**src/rtl/demux_rr_param.sv**
```systemverilog
// demux_rr_param
//   Registered 1-to-NUM_CH demultiplexer, NUM_CH = 2**LOG2_CH.
//   Each valid input word goes to exactly one channel. The channel is chosen
//   in one of two ways:
//     - Round-robin: the current pointer receives BURST consecutive valid
//       words, then the pointer advances and wraps.
//     - Addressed: addr_in picks the channel and the round-robin state is
//       frozen.
//   All outputs are registered, so an accepted word appears one cycle later.
//
// Ports
//   clk        rising-edge clock
//   reset_L    synchronous active-low reset, clears all outputs and state
//   data_in    input word (DATA_WIDTH bits)
//   valid_in   input qualifier; the word is accepted on every edge where it is 1
//   mode_sel   0 = round-robin, 1 = addressed
//   addr_in    destination channel in addressed mode
//   data_out   packed channel data; channel k is [k*DATA_WIDTH +: DATA_WIDTH]
//   valid_out  one-hot strobe, bit k set for the cycle channel k is written
//   ptr_out    current round-robin channel pointer
//   burst_cnt  words already sent to ptr_out in the current burst
`timescale 1ns/1ps

module demux_rr_param #(
  parameter int DATA_WIDTH = 4,
  parameter int LOG2_CH    = 2,
  parameter int BURST      = 1
) (
  input  logic                                  clk,
  input  logic                                  reset_L,
  input  logic [DATA_WIDTH-1:0]                 data_in,
  input  logic                                  valid_in,
  input  logic                                  mode_sel,
  input  logic [LOG2_CH-1:0]                    addr_in,
  output logic [(1<<LOG2_CH)*DATA_WIDTH-1:0]    data_out,
  output logic [(1<<LOG2_CH)-1:0]               valid_out,
  output logic [LOG2_CH-1:0]                    ptr_out,
  output logic [7:0]                            burst_cnt
);

  localparam int         NUM_CH     = 1 << LOG2_CH;
  localparam logic [7:0] BURST_LAST = 8'(BURST - 1);

  function automatic logic [NUM_CH-1:0] onehot(input logic [LOG2_CH-1:0] idx);
    logic [NUM_CH-1:0] oh;
    oh      = '0;
    oh[idx] = 1'b1;
    return oh;
  endfunction

  // The pointer width is exactly LOG2_CH, so wrap from NUM_CH-1 to 0 comes
  // from the natural overflow of the add.
  function automatic logic [LOG2_CH-1:0] ptr_inc(input logic [LOG2_CH-1:0] p);
    return p + LOG2_CH'(1);
  endfunction

  logic [NUM_CH*DATA_WIDTH-1:0] data_p1;
  logic [NUM_CH-1:0]            vld_p1;
  logic [LOG2_CH-1:0]           ptr_p1;
  logic [7:0]                   cnt_p1;

  logic [LOG2_CH-1:0]           dest_p0;
  logic [NUM_CH-1:0]            hit_p0;

  // ---- p0: pick the destination from the inputs sampled this edge ----
  always_comb begin
    dest_p0 = mode_sel ? addr_in : ptr_p1;
    hit_p0  = valid_in ? onehot(dest_p0) : '0;
  end

  // ---- p1: registered outputs and round-robin state ----
  always_ff @(posedge clk) begin
    if (!reset_L) begin
      data_p1 <= '0;
      vld_p1  <= '0;
      ptr_p1  <= '0;
      cnt_p1  <= '0;
    end else begin
      vld_p1 <= hit_p0;
      for (int k = 0; k < NUM_CH; k++) begin
        if (hit_p0[k]) begin
          data_p1[k*DATA_WIDTH +: DATA_WIDTH] <= data_in;
        end
      end
      // Addressed words leave the burst position untouched, so a later
      // return to round-robin resumes exactly where it stopped.
      if (valid_in && !mode_sel) begin
        if (cnt_p1 == BURST_LAST) begin
          ptr_p1 <= ptr_inc(ptr_p1);
          cnt_p1 <= '0;
        end else begin
          cnt_p1 <= cnt_p1 + 8'd1;
        end
      end
    end
  end

  assign data_out  = data_p1;
  assign valid_out = vld_p1;
  assign ptr_out   = ptr_p1;
  assign burst_cnt = cnt_p1;

endmodule

```
**config.mk**
```make
export PLATFORM = sky130hd
export DESIGN_NAME = demux_rr_param
export DESIGN_NICKNAME = d
export VERILOG_FILES = /design/src/rtl/demux_rr_param.sv
export SDC_FILE = /design/constraint.sdc
export NUM_CORES = 1
export LEC_CHECK = 0
export ABC_AREA = 1
export ABC_CLOCK_PERIOD_IN_PS = 1250
export BUFFER_PORTS_ARGS = -buffer_cell sky130_fd_sc_hd__buf_2
export CAP_MARGIN = 30
export CORE_AREA = 2 2 54 56
export CTS_BUF_LIST = sky130_fd_sc_hd__clkbuf_8
export DETAILED_ROUTE_END_ITERATION = 8
export DIE_AREA = 0 0 56 58
export PLACE_DENSITY = 0.78
export SLEW_MARGIN = 0
export SYNTH_ARGS = -nofsm -noshare
export SYNTH_HDL_FRONTEND = slang
export SYNTH_SLANG_ARGS = --single-unit
```
**constraint.sdc**
```tcl
create_clock -name clk -period 1.25 [get_ports clk]
set_input_delay 0.125 -clock clk [delete_from_list [all_inputs] [get_ports clk]]
set_output_delay 0.125 -clock clk [all_outputs]
set_load 0.005 [all_outputs]
```
Yosys cells after proc, flatten, opt, wreduce, memory -nomap -nowiden
Index checks and enable logic that the tools add are counted.

$add $sub $neg: 2. $mul: 0. Div/mod/pow operators: 0. Order comparisons: 2. Eq/ne operators: 0. Shift-type cells: 0. Muxes and demuxes: 5. Bitwise logic cells: 0. Reduce and logical (&&, ||, !) cells: 5.

Operators by type and width (number): 8-bit by 1-bit adder with 8-bit output (second input constant) (1); 8-bit zero test (1); 8-bit 2-to-1 mux (1); 4-bit 2-to-1 mux (1); 2-bit by 3-bit < comparator with 1-bit output (second input constant) (1); 2-bit by 1-bit adder with 2-bit output (second input constant) (1); 1-bit demux with 2-bit select (1); 2-bit by 1-bit greater-or-equal comparator with 1-bit output (second input constant) (1); 1-bit logical AND (2); 2-bit 2-to-1 mux (1); 2-bit AND reduction (1); 1-bit zero test (1); 1-bit 2-to-1 mux (1).

Register bits: 30. Latch bits: 0. Bits in writable memories: 0. Memory bits (read-only): 0. Output and inout bits: 30. Word-level logic and storage cells: 21. Memories kept: 0.

Logic depth before layout (Yosys ltp)
Gate-level depths: netlist (run 1).

Word-level depth: 6. Depth in mapped cells: 8.

Least setup slack after synthesis (run 1)
Ideal clock, no wire load.

Kind: register -> register. Start point: register cnt_p1[0], in the netlist burst_cnt[0]. End point: register cnt_p1[6], in the netlist burst_cnt[6]. Library setup time: 64 ps. Arrival time: 1026 ps. Data required time: 1186 ps. Slack: 160 ps. Cell stages (with the launch flop): 8. Path buffers: 0. Period minus slack after synthesis: 1090 ps. Cell sequence: dfxtp_1 inv_1 ha_1 nand2_1 nor2_2 nor2_2 nand2_1 nor2_1.

Word-level cells in the longest chain between the ends: 2.

Ends and longest elaborated chain: start: declaration (RTL line 60) `logic [7:0] cnt_p1;`; start signal: assignment (RTL line 92) `cnt_p1 <= cnt_p1 + 8'd1;`; 8-bit by 1-bit adder with 8-bit output or 8-bit zero test (tied branches) (RTL line 92, 88); 8-bit 2-to-1 mux * (RTL line 88) `if (cnt_p1 == BURST_LAST) begin`.

Every way passes the cells marked *; elsewhere a longest branch is shown, timed or not. A chain may end at the register's enable or synchronous reset.

Final worst setup path (run 1)
Start point: register cnt_p1[0], in the netlist burst_cnt[0]. End point: register cnt_p1[1], in the netlist burst_cnt[1].

The elaborated chain is that of the path after synthesis.

==> flow_summary.ini, run 1 <==
[run_status]
outcome = finished clean

[floorplan]
initial_core_util_pct = 49.5
ios = 40
dieArea_sq_mm = 0.00325
die_x_microns = 56
die_y_microns = 58
rows = 19
core_area_sq_mm = 0.00266

[logic_synthesis]
synth_common_cells = nor2_1, nand2_1, dfxtp_1, inv_1, o21ai_0
ys_ff_latch = 30
synth_edf_count = 0
yosys.area.top_type = dfxtp_1
async_reset_ff_share_pct = 0
synth_area_leaders = dfxtp_1, nor2_1, nand2_1
ys_seq_area_share_pct = 45.5
ys_warn_count = 0
ys_types = 21
syn_area_sq_mm = 0.00132
synth.top_cell.area_share_pct = 45.5
yosysMostFrequentCell = nor2_1
syn_inst = 184
synthFlopType = dfxtp_1
avgSynthCellArea_sq_um = 7.17
syn-num-nets = 196

[sta]
drv_slew = 0
timing.fmax_mhz = 861
fin_ws_ns = 0.0882
hold_viol_final = 0
setup_viol = 0
tightest_slew_ns = 0.305
min_period_ns = 1.16
period_share_pct = 92.9
slew_headroom_pct = 79.6
fin_skew_ns = 0.00864
hold_slack_ns = 0.0893

[clocking]
clk_pin_slew_ns = 0.06
htreeDepth = 2
cts_tree = yes
cts-hold-fix-buffers = 0
clk_path_buf_depth = 2
cts_root_buf = clkbuf_8
clock_latency_ns = 0.28
cts_buffers = 5
clock_sinks = 30

[drt]
drc = 0
viasPerCell = 4.55
routed_wl_mm = 2.65
wl_per_cell_microns = 10.0
drt_iter0_markers = 24
num_vias = 1202
dr.pass1.iters = 4
ant_nets = 0

[placement]
placedCellCount = 255
hpwl_mm = 1.98
pre_cts_slack_ns = 0.0300
globalplace.congestion = 0.814
io_buffers = 39

[setup_path]
reg2reg_slack_ns = 0.09
start_kind = flip-flop
cp.required_ns = 1.42
setup.worst_path.class = reg -> reg
end_kind = flip-flop
slowest_delay_ns = 0.33
path_cells = inv_1, ha_1, nand2_1, nor2_2, nor2_4, inv_2, nor2_1
worstPathArrival_ns = 1.33
critPathMaxFanout = 4
crit_path_top_delay_cell = dfxtp_2

[global_route]
grt_antenna_before_repair = 0
overflow = 0
grt_use_total_pct = 17.5
grt_max_degree = 19
grt_pass1_wl_mm = 4.39
first_global_vias = 1080

[power]
p_per_area_mw_per_mm2 = 1440
power_uw = 2490
leakage_uw = 0.000898
ir_worst_vdd_v = 0.00134

[final_layout]
stdcell_count = 264
utilization_pct = 64.9
layout-drive-gt1-share_pct = 30.0
fillerInstances = 235
areaGrowthSynthToFinish_pct = 31.0
antenna_cells = 0
fin_nets = 244

[job]
maxCapViolations = 0

[min_path]
holdCritPathClass = in -> reg
-- final timing paths --
path	startpoint	end	cells after the start
worst max register to register	burst_cnt[0]	burst_cnt[1]	7
worst min-delay path	data_in[1]	data_out[9]	3
worst max-delay path	burst_cnt[0]	burst_cnt[1]	7
worst min register to register	data_out[14]	data_out[14]	2
-- power by group --
group          total [uW]  internal (uW)  switching [uW]
clock                1210            850             358
combinational         259            103             156
sequential           1030           1000            22.6
-- worst max-delay path: cells and delay by family, from the launching register on --
kind	cells	cell delay (ns)
and+or+nand+nor	4	0.41
DFF	1	0.33
adders and majority gates	1	0.15
buffers and inverters	2	0.16
-- layout make-up --
cell class	count	area (sq um)	area share (%)
Multi-Input combinational cell	132	643	37.2
Inverter	20	75.1	4.34
Tap cell	31	38.8	2.24
Clock buffer	6	82.6	4.78
Clock inverter	2	60.1	3.48
Sequential cell	30	603	34.9
Timing Repair Buffer	43	225	13.0
-- metrics by stage --
stage | area, sq um | setup TNS [ns]
after CTS | 1710 | 0
after floorplan | 1320 | 0
final | 1730 | 0
after global placement | 1570 | 0
after detailed placement | 1570 | 0
after global routing | 1730 | -0.00291
-- cells in the final DEF (no fill, tap or decap), drive strengths merged, types with 2 or more instances in the layout --
cell / count
nand3: 6
bufinv: 2
nor2: 55
inv: 20
nand4: 2
nor3: 3
nand2: 49
clkbuf: 6
a21oi: 4
dfxtp: 30
ha: 2
buf: 43
o21ai: 8
-- routing by layer --
layer | vias up | part of all wire, % | global-route usage, % | wire [microns]
met5 | - | 0 | 0 | 0
met4 | 0 | 2.6 | 10.2 | 69
li1 | 656 | - | - | -
met3 | 8 | 5.2 | 5.36 | 137
met2 | 26 | 45 | 28.1 | 1180
met1 | 512 | 48 | 20.9 | 1260
-- kinds of logic after synthesis --
logic type                 Yosys count  synth area share, %
AOI/OAI and AO/OA                   13                 6.26
xor gates and xnor gates             2                 1.33
adders and majority gates            2                 1.90
buffers and inverters               22                 6.45
DFF                                 30                 45.5
and+or+nand+nor                    115                 38.5
-- flip-flops by register name (all words and copies together), names as in the netlist --
signal     count
burst_cnt      8
data_out      16
ptr_out        2
valid_out      4
-- what timing repair did --
action / in CTS / in global routing
resized for setup: 0 / 5
endpoints found under the setup margin: 0 / 6
setup buffers: 0 / 1
No activity file was read; power rests on OpenSTA's default activity.
==> run 2: changes to the inputs <==
--- a/config.mk
+++ b/config.mk
@@ -6,14 +6,16 @@
 export NUM_CORES = 1
 export LEC_CHECK = 0
 export ABC_AREA = 1
-export ABC_CLOCK_PERIOD_IN_PS = 1250
+export ABC_CLOCK_PERIOD_IN_PS = 1400
 export BUFFER_PORTS_ARGS = -buffer_cell sky130_fd_sc_hd__buf_2
 export CAP_MARGIN = 30
-export CORE_AREA = 2 2 54 56
+export CELL_PAD_IN_SITES_DETAIL_PLACEMENT = 1
+export CELL_PAD_IN_SITES_GLOBAL_PLACEMENT = 1
+export CORE_AREA = 2 2 62 64
 export CTS_BUF_LIST = sky130_fd_sc_hd__clkbuf_8
 export DETAILED_ROUTE_END_ITERATION = 8
-export DIE_AREA = 0 0 56 58
-export PLACE_DENSITY = 0.78
+export DIE_AREA = 0 0 64 66
+export PLACE_DENSITY_LB_ADDON = 0.1
 export SLEW_MARGIN = 0
 export SYNTH_ARGS = -nofsm -noshare
 export SYNTH_HDL_FRONTEND = slang
==> constraint.sdc (replaced) <==
create_clock -name clk -period 1.4 [get_ports clk]
set_input_delay 0.14 -clock clk [delete_from_list [all_inputs] [get_ports clk]]
set_output_delay 0.14 -clock clk [all_outputs]
set_load 0.005 [all_outputs]
==> flow_summary.ini, run 2 (same netlist as run 1, synthesis figures left out) <==
[run_status]
outcome = finished clean

[drt]
num_vias = 1286
viasPerCell = 4.64
routed_wl_mm = 3.34
wl_per_cell_microns = 12.0
ant_nets = 0
dr.pass1.iters = 3
drc = 0
drt_iter0_markers = 68

[sta]
tightest_slew_ns = 0.344
period_share_pct = 87.7
setup_tns_ns = 0
fin_skew_ns = 0.00509
rsz0062_at_grt = false
drv_slew = 0
setup_viol = 0
min_period_ns = 1.23
hold_viol_final = 0
timing.fmax_mhz = 814
slew_headroom_pct = 77.0
hold_slack_ns = 0.106
fin_ws_ns = 0.172

[floorplan]
dieArea_sq_mm = 0.00422
core_area_sq_mm = 0.00355
initial_core_util_pct = 37.1
ios = 40
rows = 22
die_x_microns = 64
die_y_microns = 66

[global_route]
grt_max_degree = 18
grt_antenna_before_repair = 0
first_global_vias = 1278
grt_use_total_pct = 17.9
overflow = 0
grt_pass1_wl_mm = 5.82

[placement]
postPlaceCellArea_sq_mm = 0.00157
hpwl_mm = 2.55
io_buffers = 39
pre_cts_slack_ns = 0.154
globalplace.congestion = 0.737

[final_layout]
layout_common_cells = nand2_1, nor2_1, buf_2
largest_reg_flops = 16
antenna_cells = 0
areaGrowthSynthToFinish_pct = 28.3
fillerInstances = 480
register_area_sq_um = 601
multi_input_area_sq_um = 641
fin_nets = 241
fin_area_sq_mm = 0.00169
layout-drive-gt1-share_pct = 27.5

[power]
ir_worst_vdd_v = 0.000688
p_per_area_mw_per_mm2 = 1210
leakage_uw = 0.000867

[clocking]
htreeDepth = 2
post-cts-setup-buffers = 0
clock_sinks = 30
clk_pin_slew_ns = 0.07
clk_path_buf_depth = 2
clock_latency_ns = 0.28
cts_buffers = 5
cts_tree = yes
cts_root_buf = clkbuf_8

[setup_path]
critPathMaxFanout = 4
end_kind = flip-flop
crit_path_top_delay_cell = dfxtp_1
cp.required_ns = 1.61
start_kind = flip-flop
crit_buf_inv = 2
slowest_delay_ns = 0.39
setup.worst_path.class = reg -> reg
path_cells = inv_1, ha_1, nand2_1, nor2_2, nor2_4, inv_2, nor2_1
cp_top_family = simple AND/OR/NAND/NOR gates
worstPathArrival_ns = 1.44

[min_path]
holdCritPathClass = in -> reg

[job]
maxCapViolations = 0
[run 2: worst paths after layout]
path | from | end | slack [ns] | cells after the start
min | data_in[0] | data_out[8] | 0.11 | 3
max | burst_cnt[0] | burst_cnt[0] | 0.17 | 7
max reg2reg | burst_cnt[0] | burst_cnt[0] | 0.17 | 7
min reg2reg | data_out[12] | data_out[12] | 0.48 | 2
[run 2: repair_timing]
action	CTS	global route
hold buffers	0	0
setup endpoints to repair	0	2
gates resized for setup	0	2
[run 2: power breakdown]
| group | internal, uW | total (uW) | switching [uW] |
|---|---|---|---|
| Sequential | 894 | 918 | 24.0 |
| Clock | 569 | 885 | 317 |
| Combinational | 91.2 | 236 | 145 |
| Total | 1550 | 2040 | 486 |
[run 2: worst register-to-register path: cells and delay by family, from the launching register on]
kind / cells / cell delay (ns)
adder cells (fa/ha/maj): 1 / 0.20
flip-flops: 1 / 0.39
buffers and inverters: 2 / 0.14
AND/OR/NAND/NOR: 4 / 0.44
[run 2: area by class of cell]
type	instances	share of cell area, %
multi-input combinational	132	37.9
sequential	30	35.5
timing repair buffer	40	12.0
clock buffer	6	4.88
inverter	20	4.44
tap	48	3.55
clock inverter	1	1.78
[run 2: metrics by stage]
stage / std cells / utilization [%] / power [uW]
2_1_floorplan: 184 / - / 1080
3_3_place_gp: 270 / 44.3 / 1160
3_5_place_dp: 270 / 44.3 / 1170
4_1_cts: 277 / 47.4 / 2060
5_1_grt: 277 / 47.6 / 2140
6_report: 277 / 47.6 / 2040
[run 2: routing by layer]
layer	track usage, %	wire, microns
met3	5.11	192
met4	7.07	48
met2	28.6	1550
met5	0	0
met1	22.7	1540
==> run 3: changes to the inputs <==
--- a/config.mk
+++ b/config.mk
@@ -8,13 +8,14 @@
 export ABC_AREA = 1
 export ABC_CLOCK_PERIOD_IN_PS = 1400
 export BUFFER_PORTS_ARGS = -buffer_cell sky130_fd_sc_hd__buf_2
-export CAP_MARGIN = 30
+export CAP_MARGIN = 40
 export CELL_PAD_IN_SITES_DETAIL_PLACEMENT = 1
 export CELL_PAD_IN_SITES_GLOBAL_PLACEMENT = 1
 export CORE_AREA = 2 2 62 64
 export CTS_BUF_LIST = sky130_fd_sc_hd__clkbuf_8
 export DETAILED_ROUTE_END_ITERATION = 8
 export DIE_AREA = 0 0 64 66
+export MAX_ROUTING_LAYER = met4
 export PLACE_DENSITY_LB_ADDON = 0.1
 export SLEW_MARGIN = 0
 export SYNTH_ARGS = -nofsm -noshare
==> flow_summary.ini, run 3 (same netlist as run 1, synthesis figures left out) <==
[power]
p_per_area_mw_per_mm2 = 1210
swShare_pct = 23.8
combPwrFrac_pct = 11.6
switchingPower_uw = 486
leakage_uw = 0.000867
seq_power_share_pct = 45.0
ir_worst_vdd_v = 0.000688
power_frac_clock_pct = 43.4
internal-power_uw = 1550

[sta]
min_period_ns = 1.23
slew_headroom_pct = 77.0
rsz0062_at_grt = false
setup_tns_ns = 0
setup_viol = 0
tightest_slew_ns = 0.344
hold_viol_final = 0
fin_skew_ns = 0.00521
period_share_pct = 87.7
timing.fmax_mhz = 814
drv_slew = 0

[setup_path]
path_cells = inv_1, ha_1, nand2_1, nor2_2, nor2_4, inv_2, nor2_1
cp.required_ns = 1.61
slowest_delay_ns = 0.39
worstPathArrival_ns = 1.44
end_kind = flip-flop
start_kind = flip-flop
reg2reg_depth = 7
crit_path_top_delay_cell = dfxtp_1
critPathMaxFanout = 4
setup.worst_path.class = reg -> reg

[clocking]
cts_buffers = 5
post_cts_resized = 0
clk_path_buf_depth = 2
cts_root_buf = clkbuf_8
post-cts-setup-buffers = 0
cts-hold-fix-buffers = 0
clock_sinks = 30
htreeDepth = 2
clk_pin_slew_ns = 0.07
cts_tree = yes
clock_latency_ns = 0.28

[drt]
drt_iter0_markers = 66
num_vias = 1285
ant_nets = 0
viasPerCell = 4.64
routed_wl_mm = 3.34
drc = 0
dr.pass1.iters = 3
wl_per_cell_microns = 12.0

[job]
maxCapViolations = 0

[final_layout]
layout_common_cells = nand2_1, nor2_1, buf_2
multi_input_area_sq_um = 641
layout-drive-gt1-share_pct = 27.5
largest_reg_flops = 16
areaGrowthSynthToFinish_pct = 28.3
utilization_pct = 47.6
register_area_sq_um = 601
fin_nets = 241
fillerInstances = 480
antenna_cells = 0

[global_route]
grt_max_degree = 18
grt_use_total_pct = 18.4
top_usage_layer = met2
met1_usage_pct = 22.7
overflow = 0
grt_util_met2_pct = 28.6
grt_pass1_wl_mm = 5.82
use_met3_pct = 5.11
grt_antenna_before_repair = 0
first_global_vias = 1279

[floorplan]
ios = 40
initial_core_util_pct = 37.1
die_x_microns = 64
core_area_sq_mm = 0.00355
dieArea_sq_mm = 0.00422
die_y_microns = 66
rows = 22

[run_status]
outcome = finished clean

[min_path]
whs_path_depth = 3
holdCritPathClass = in -> reg

[placement]
hpwl_mm = 2.55
io_buffers = 39
globalplace.congestion = 0.746
-- run 3: cell counts in the layout (fill, tap and decap cells not counted) --
Identical to the previous run, type by type.
-- run 3: power by group through the flow --
| stage | sequential (uW) | combinational (uW) | clock (uW) |
|---|---|---|---|
| CTS | 919 | 239 | 904 |
| floorplan | 940 | 140 | 0 |
| global placement | 935 | 229 | 0 |
| detailed placement | 937 | 236 | 0 |
| finish | 918 | 236 | 886 |
| global route | 924 | 272 | 949 |
-- run 3: per-stage QoR --
step	std cells	hold WS, ns	area (sq um)	setup WS [ns]	total power (uW)
2_1_floorplan	184	0.275	1320	0.310	1080
3_3_place_gp	270	0.386	1570	0.222	1160
3_5_place_dp	270	0.404	1570	0.154	1170
4_1_cts	277	0.106	1680	0.114	2060
5_1_grt	277	0.132	1690	0.0123	2140
6_report	277	0.106	1690	0.172	2040
-- run 3: layout make-up --
| type | instances | area share, % |
|---|---|---|
| Multi-Input combinational cell | 132 | 37.9 |
| Sequential cell | 30 | 35.5 |
| Timing Repair Buffer | 40 | 12.0 |
| Clock buffer | 6 | 4.88 |
| Inverter | 20 | 4.44 |
| Tap cell | 48 | 3.55 |
| Clock inverter | 1 | 1.78 |
-- run 3: path summary, 6_finish.rpt --
path	slack [ns]	end	startpoint
worst max register to register	0.17	burst_cnt[0]	burst_cnt[0]
worst min-delay path	0.11	data_out[8]	data_in[0]
worst min register to register	0.48	data_out[12]	data_out[12]
worst max-delay path	0.17	burst_cnt[0]	burst_cnt[0]
-- run 3: metal layers --
layer / part of all wire, % / wire [microns]
met5: 0 / 0
met1: 46 / 1550
met4: 1.3 / 44
met2: 47 / 1550
met3: 5.8 / 193
-- run 3: worst max-delay path: cells and delay by family (launching register included) --
kind / cells / cell delay (ns)
adder cells (fa/ha/maj): 1 / 0.20
flip-flops: 1 / 0.39
buffers and inverters: 2 / 0.14
AND/OR/NAND/NOR: 4 / 0.42
